$ cat config.mk
export PLATFORM = sky130hd
export DESIGN_NAME = a1_scaler
export DESIGN_NICKNAME = d
export VERILOG_FILES = /design/src/rtl/agc_pkg.sv /design/src/rtl/scaler_watchdog.sv /design/src/rtl/a1_scaler.sv
export SDC_FILE = /design/constraint.sdc
export NUM_CORES = 1
export LEC_CHECK = 0
export ABC_AREA = 1
export BUFFER_PORTS_ARGS = -buffer_cell sky130_fd_sc_hd__buf_4
export CAP_MARGIN = 40
export CORE_UTILIZATION = 50
export DETAILED_ROUTE_END_ITERATION = 10
export GPL_ROUTABILITY_DRIVEN = 1
export PLACE_DENSITY_LB_ADDON = 0.3
export SLEW_MARGIN = 20
export SYNTH_ARGS = -nofsm -noshare
export SYNTH_HDL_FRONTEND = slang
export SYNTH_HIERARCHICAL = 1
export SYNTH_SLANG_ARGS = --single-unit
$ cat constraint.sdc
create_clock -name SIM_CLK -period 2.5 [get_ports SIM_CLK]
set_input_delay 0.25 -clock SIM_CLK [delete_from_list [all_inputs] [get_ports SIM_CLK]]
set_output_delay 0.25 -clock SIM_CLK [all_outputs]
set_load 0.01 [all_outputs]
$ cat src/rtl/agc_pkg.sv
// Shared constants and helpers for the AGC timing blocks (timer, scaler).
package agc_pkg;

    localparam int SCALER_STAGES      = 16;
    localparam int SCALER_FIRST_STAGE = 2;
    localparam int SCALER_ALARM_LIMIT = 2048;

    typedef logic [SCALER_STAGES-1:0] scaler_word_t;

    // Rise strobes for one increment. On wrap to zero no bit rises, but
    // consumers still expect one rise per count, so FS02 is reported.
    function automatic scaler_word_t rise_strobe(scaler_word_t old_v, scaler_word_t new_v);
        if (new_v == '0)
            return scaler_word_t'(1);
        return ~old_v & new_v;
    endfunction

endpackage

$ cat src/rtl/scaler_watchdog.sv
// Scaler-fail watchdog: counts SIM_CLK cycles since the last FS01 edge and
// flags an alarm once the count saturates at LIMIT.
module scaler_watchdog
    import agc_pkg::*;
#(
    parameter int LIMIT = SCALER_ALARM_LIMIT,
    parameter int WIDTH = 12
) (
    input  logic SIM_CLK,
    input  logic SIM_RST,
    input  logic fs_edge,
    output logic alarm
);

    localparam logic [WIDTH-1:0] LIM = WIDTH'(LIMIT);

    logic [WIDTH-1:0] wd_q;
    logic [WIDTH-1:0] wd_d;

    always_comb begin
        wd_d = wd_q;
        if (fs_edge)
            wd_d = '0;
        else if (wd_q != LIM)
            wd_d = wd_q + 1'b1;
    end

    always_ff @(posedge SIM_CLK) begin
        if (SIM_RST)
            wd_q <= '0;
        else
            wd_q <= wd_d;
    end

    assign alarm = (wd_q == LIM);

endmodule

$ cat src/rtl/a1_scaler.sv
// 16-stage binary scaler driven by the timer's FS01 wave, with per-stage
// rise/fall strobes. Watchdog alarm built only with SCALER_FAIL_ALARM_EN.
module a1_scaler
    import agc_pkg::*;
#(
    parameter int ALARM_LIMIT = SCALER_ALARM_LIMIT,
    parameter int WD_WIDTH    = 12
) (
    input  logic                     SIM_CLK,
    input  logic                     SIM_RST,
    input  logic                     FS01,
    input  logic                     HOLD,
    output logic [SCALER_STAGES-1:0] FS,
    output logic [SCALER_STAGES-1:0] FA,
    output logic [SCALER_STAGES-1:0] FB,
    output logic                     SCAFAL
);

    if (WD_WIDTH < 1 || WD_WIDTH > 30 || (2 ** WD_WIDTH) <= ALARM_LIMIT
        || SCALER_FIRST_STAGE + SCALER_STAGES - 1 != 17) begin : g_cfg_err
        $error("a1_scaler: WD_WIDTH too narrow for ALARM_LIMIT or bad stage map");
    end

    logic         fs01_q;
    logic         fs01_fall;
    logic         inc;
    scaler_word_t cnt_q, cnt_d;
    scaler_word_t fa_q, fa_d;
    scaler_word_t fb_q, fb_d;

    assign fs01_fall = fs01_q & ~FS01;
    // A falling edge seen under HOLD is dropped, not deferred.
    assign inc       = fs01_fall & ~HOLD;

    always_comb begin
        cnt_d = cnt_q;
        fa_d  = '0;
        fb_d  = '0;
        if (inc) begin
            cnt_d = cnt_q + 1'b1;
            fa_d  = rise_strobe(cnt_q, cnt_d);
            fb_d  = cnt_q & ~cnt_d;
        end
    end

    always_ff @(posedge SIM_CLK) begin
        if (SIM_RST) begin
            fs01_q <= 1'b0;
            cnt_q  <= '0;
            fa_q   <= '0;
            fb_q   <= '0;
        end else begin
            fs01_q <= FS01;
            cnt_q  <= cnt_d;
            fa_q   <= fa_d;
            fb_q   <= fb_d;
        end
    end

    assign FS = cnt_q;
    assign FA = fa_q;
    assign FB = fb_q;

`ifdef SCALER_FAIL_ALARM_EN
    logic fs01_edge;
    assign fs01_edge = fs01_q ^ FS01;

    scaler_watchdog #(
        .LIMIT (ALARM_LIMIT),
        .WIDTH (WD_WIDTH)
    ) u_wd (
        .SIM_CLK (SIM_CLK),
        .SIM_RST (SIM_RST),
        .fs_edge (fs01_edge),
        .alarm   (SCAFAL)
    );
`else
    assign SCAFAL = 1'b0;
`endif

endmodule

==> summary.txt <==
Setup path
  – WS Path Type: reg2reg
  – Worst Setup End Kind: register
  – FF-to-FF path depth: 13
  – WP data arrival: 2.52 ns
  – CP required: 2.68 ns
  – Startpoint class of the critical path: register
  – Reg2reg setup slack: 0.16 ns
  – Crit Reg-Reg Endpoint: FA[0]
  – Worst r2r src: FS[0]
  – Crit Path Max Fanout: 16

Synth
  – Mapped Area: 2320 um^2
  – Netlist cell types: 23
  – Yosys warnings: 6
  – Avg Synthesized Cell Area: 8.75 um^2
  – Synth Register Bits: 49
  – Mapped Cells: 265
  – Register area share after synthesis: 0.423
  – Mapped Nets: 300

Drt
  – DR WL/cell: 12.5 um
  – DR DRC count: 0
  – First-pass iteration count of the detailed router: 4
  – Vias/cell: 4.88
  – Antenna viol nets, final: 0
  – Vias: 1805
  – Initial DRC count: 129
  – Routed WL: 4.63 mm

Timing
  – Upper clock frequency limit: 0.427 GHz
  – Min Clock Period, post-route: 2.34 ns
  – Final WS setup: 0.160 ns
  – Worst-Margin Slew: 0.572 ns
  – Worst Skew: 0.00990 ns
  – Final Hold Violating Endpoints: 0
  – Slew Limit Fails: 0
  – Max_slew headroom: 0.618
  – Setup violations, final: 0
  – Final period util: 0.936
  – Fin Setup TNS: 0 ns

Pwr
  – VDD IR-drop max: 290 uV
  – LEAKAGE: 0.00134 uW
  – PwrDens: 545 nW/um^2

GRT
  – M3 GR Usage: 0.0476
  – GR met2 Demand/Resource: 0.322
  – Total Routing Usage GR: 0.199
  – Largest net degree at the start of global routing: 33
  – Met1 Usage GRT: 0.262
  – First-pass GRT wire length: 7.75 mm
  – Grt peak-use layer: met2
  – Initial antenna violation count: 0
  – Vias in the first global route: 1680
  – Total gr overflow: 0

Clocking
  – Clk Tree Root Cell: clkbuf_8
  – CTS tree: done
  – Clock Sinks: 49
  – Clock slew at reported path FFs: 0.09 ns
  – H-tree Lvls: 2
  – CTS max path bufs: 2
  – Insertion delay of the later-clocked pin in the worst-skew pair: 0.30 ns
  – CTS buffer count: 5

Place
  – Dpl ws: 0.167 ns
  – Post-DP HPWL: 3.26 mm
  – GPL Wtd Cong: 0.855
  – Port bufs: 51

Floorplanning
  – Initial core utilization: 0.525
  – Ports: 53
  – Row count: 24
  – DIE HEIGHT: 70.1 um
  – Die Area: 4910 um^2
  – Chip Width: 70.1 um
  – Core area: 4410 um^2

Cells and area
  – Final #Nets: 352
  – Layout cell share with drive strength beyond 1: 0.277
  – Final core occ: 0.649
  – Antenna cell count: 0
  – Area growth syn-to-layout: 23.5%

Job
  – Maxcap violations: 0

Hold path
  – Hold path cells: 2
  – Hold Path Origin: SIM_RST
  – Worst Hold Path EP: fs01_q
  – Hold Path Class: in2reg

Status
  – Status: finished, final reports clean
-- flip-flops by register name, summed over array words and instances, names as in the netlist --
| signal | flops |
|---|---|
| fs01_q | 1 |
| FA | 16 |
| FS | 16 |
| FB | 16 |
-- logic make-up (layout without fill, tap and decap cells) --
family	Yosys count	after routing	share of synthesized area
AO/OA/AOI/OAI	18	18	0.0405
adder cells (fa/ha/maj)	31	31	0.167
buffers and inverters	64	117	0.124
flip-flops	49	49	0.423
other	1	1	0.00162
AND/OR/NAND/NOR	102	102	0.243
-- metal layers --
layer	vias to the layer above	share of wire
met5	-	0
met4	0	0.011
met3	5	0.060
met2	67	0.47
met1	821	0.45
li1	912	-
-- power by group --
| part | internal, uW | switching (uW) |
|---|---|---|
| registers | 790 | 13.1 |
| logic | 33.9 | 59.5 |
| clock network | 397 | 266 |
-- final cells by class --
type / instances / area, um^2
clock inverters: 3 / 65.1
repair buffers: 54 / 418
clock buffers: 5 / 68.8
well taps: 52 / 65.1
inverters: 55 / 206
multi-input cells: 152 / 1060
fillers: 377 / 1550
flip-flops and latches: 49 / 983
-- worst max-delay path by stage --
stage                from      to  depth (start not counted)
floorplan           FS[0]  FA[10]                         12
global placement    FS[0]   FA[0]                         12
detailed placement  FS[0]   FA[0]                         12
CTS                 FS[0]   FA[0]                         12
global route        FS[0]   FA[1]                         12
finish              FS[0]   FA[0]                         13
-- through the flow --
stage / total power (uW) / hold WS (ns) / instance area (um^2) / instances
3_3_place_gp: 911 / 0.417 / 2700 / 361
4_1_cts: 1570 / 0.0912 / 2830 / 369
3_5_place_dp: 912 / 0.418 / 2700 / 361
2_1_floorplan: 881 / 0.322 / 2320 / 265
5_1_grt: 1610 / 0.102 / 2860 / 370
6_report: 1560 / 0.0923 / 2860 / 370
-- worst max-delay path, stage by stage (launching register included) --
cell and delay, ns:
dfxtp_2 0.40, ha_1 0.21, nand2_1 0.14, nor3_4 0.23
nand3_1 0.15, nor2_1 0.17, ha_1 0.27, nand2_1 0.09
nor2_1 0.05, nand2_1 0.16, nor2_8 0.06, buf_12 0.15
nor2_1 0.09, nor2_1 0.04
-- cell usage in the layout, fill, tap and decap left out, drive strengths merged --
cell type / synthesis / routed
nand4: 3 / 3
bufinv: 0 / 2
a21oi: 16 / 16
nor2: 33 / 33
clkinv: 0 / 1
dfxtp: 49 / 49
ha: 31 / 31
nand3: 18 / 18
nand2: 31 / 31
clkbuf: 0 / 5
conb: 1 / 1
o21ai: 2 / 2
inv: 55 / 55
buf: 9 / 54
nor3: 17 / 17
-- cells in the mapped netlist --
master   number  area [um^2]
nor2_2        2         12.5
nand3_1      16         80.1
nor3_1        3         15.0
buf_4         1         7.51
a21oi_1      15         75.1
nor2_1       29          109
buf_6         3         33.8
nand3_2       1         10.0
nand4_1       3         18.8
inv_1        54          203
buf_2         4         20.0
conb_1        1         3.75
a21oi_2       1         8.76
nand2_2       2         12.5
nand2_1      29          109
nor2_8        2         40.0
ha_1         31          388
nor3_2       14          140
dfxtp_1      49          981
buf_12        1         20.0
o21ai_0       2         10.0
inv_2         1         3.75
nand3_4       1         17.5
-- timing repair --
action	in CTS	in global routing
buffers inserted	0	1
endpoints found under the setup margin	0	16
hold buffers	0	0
resized for setup	0	3
Power figures use the tool's default switching activity.
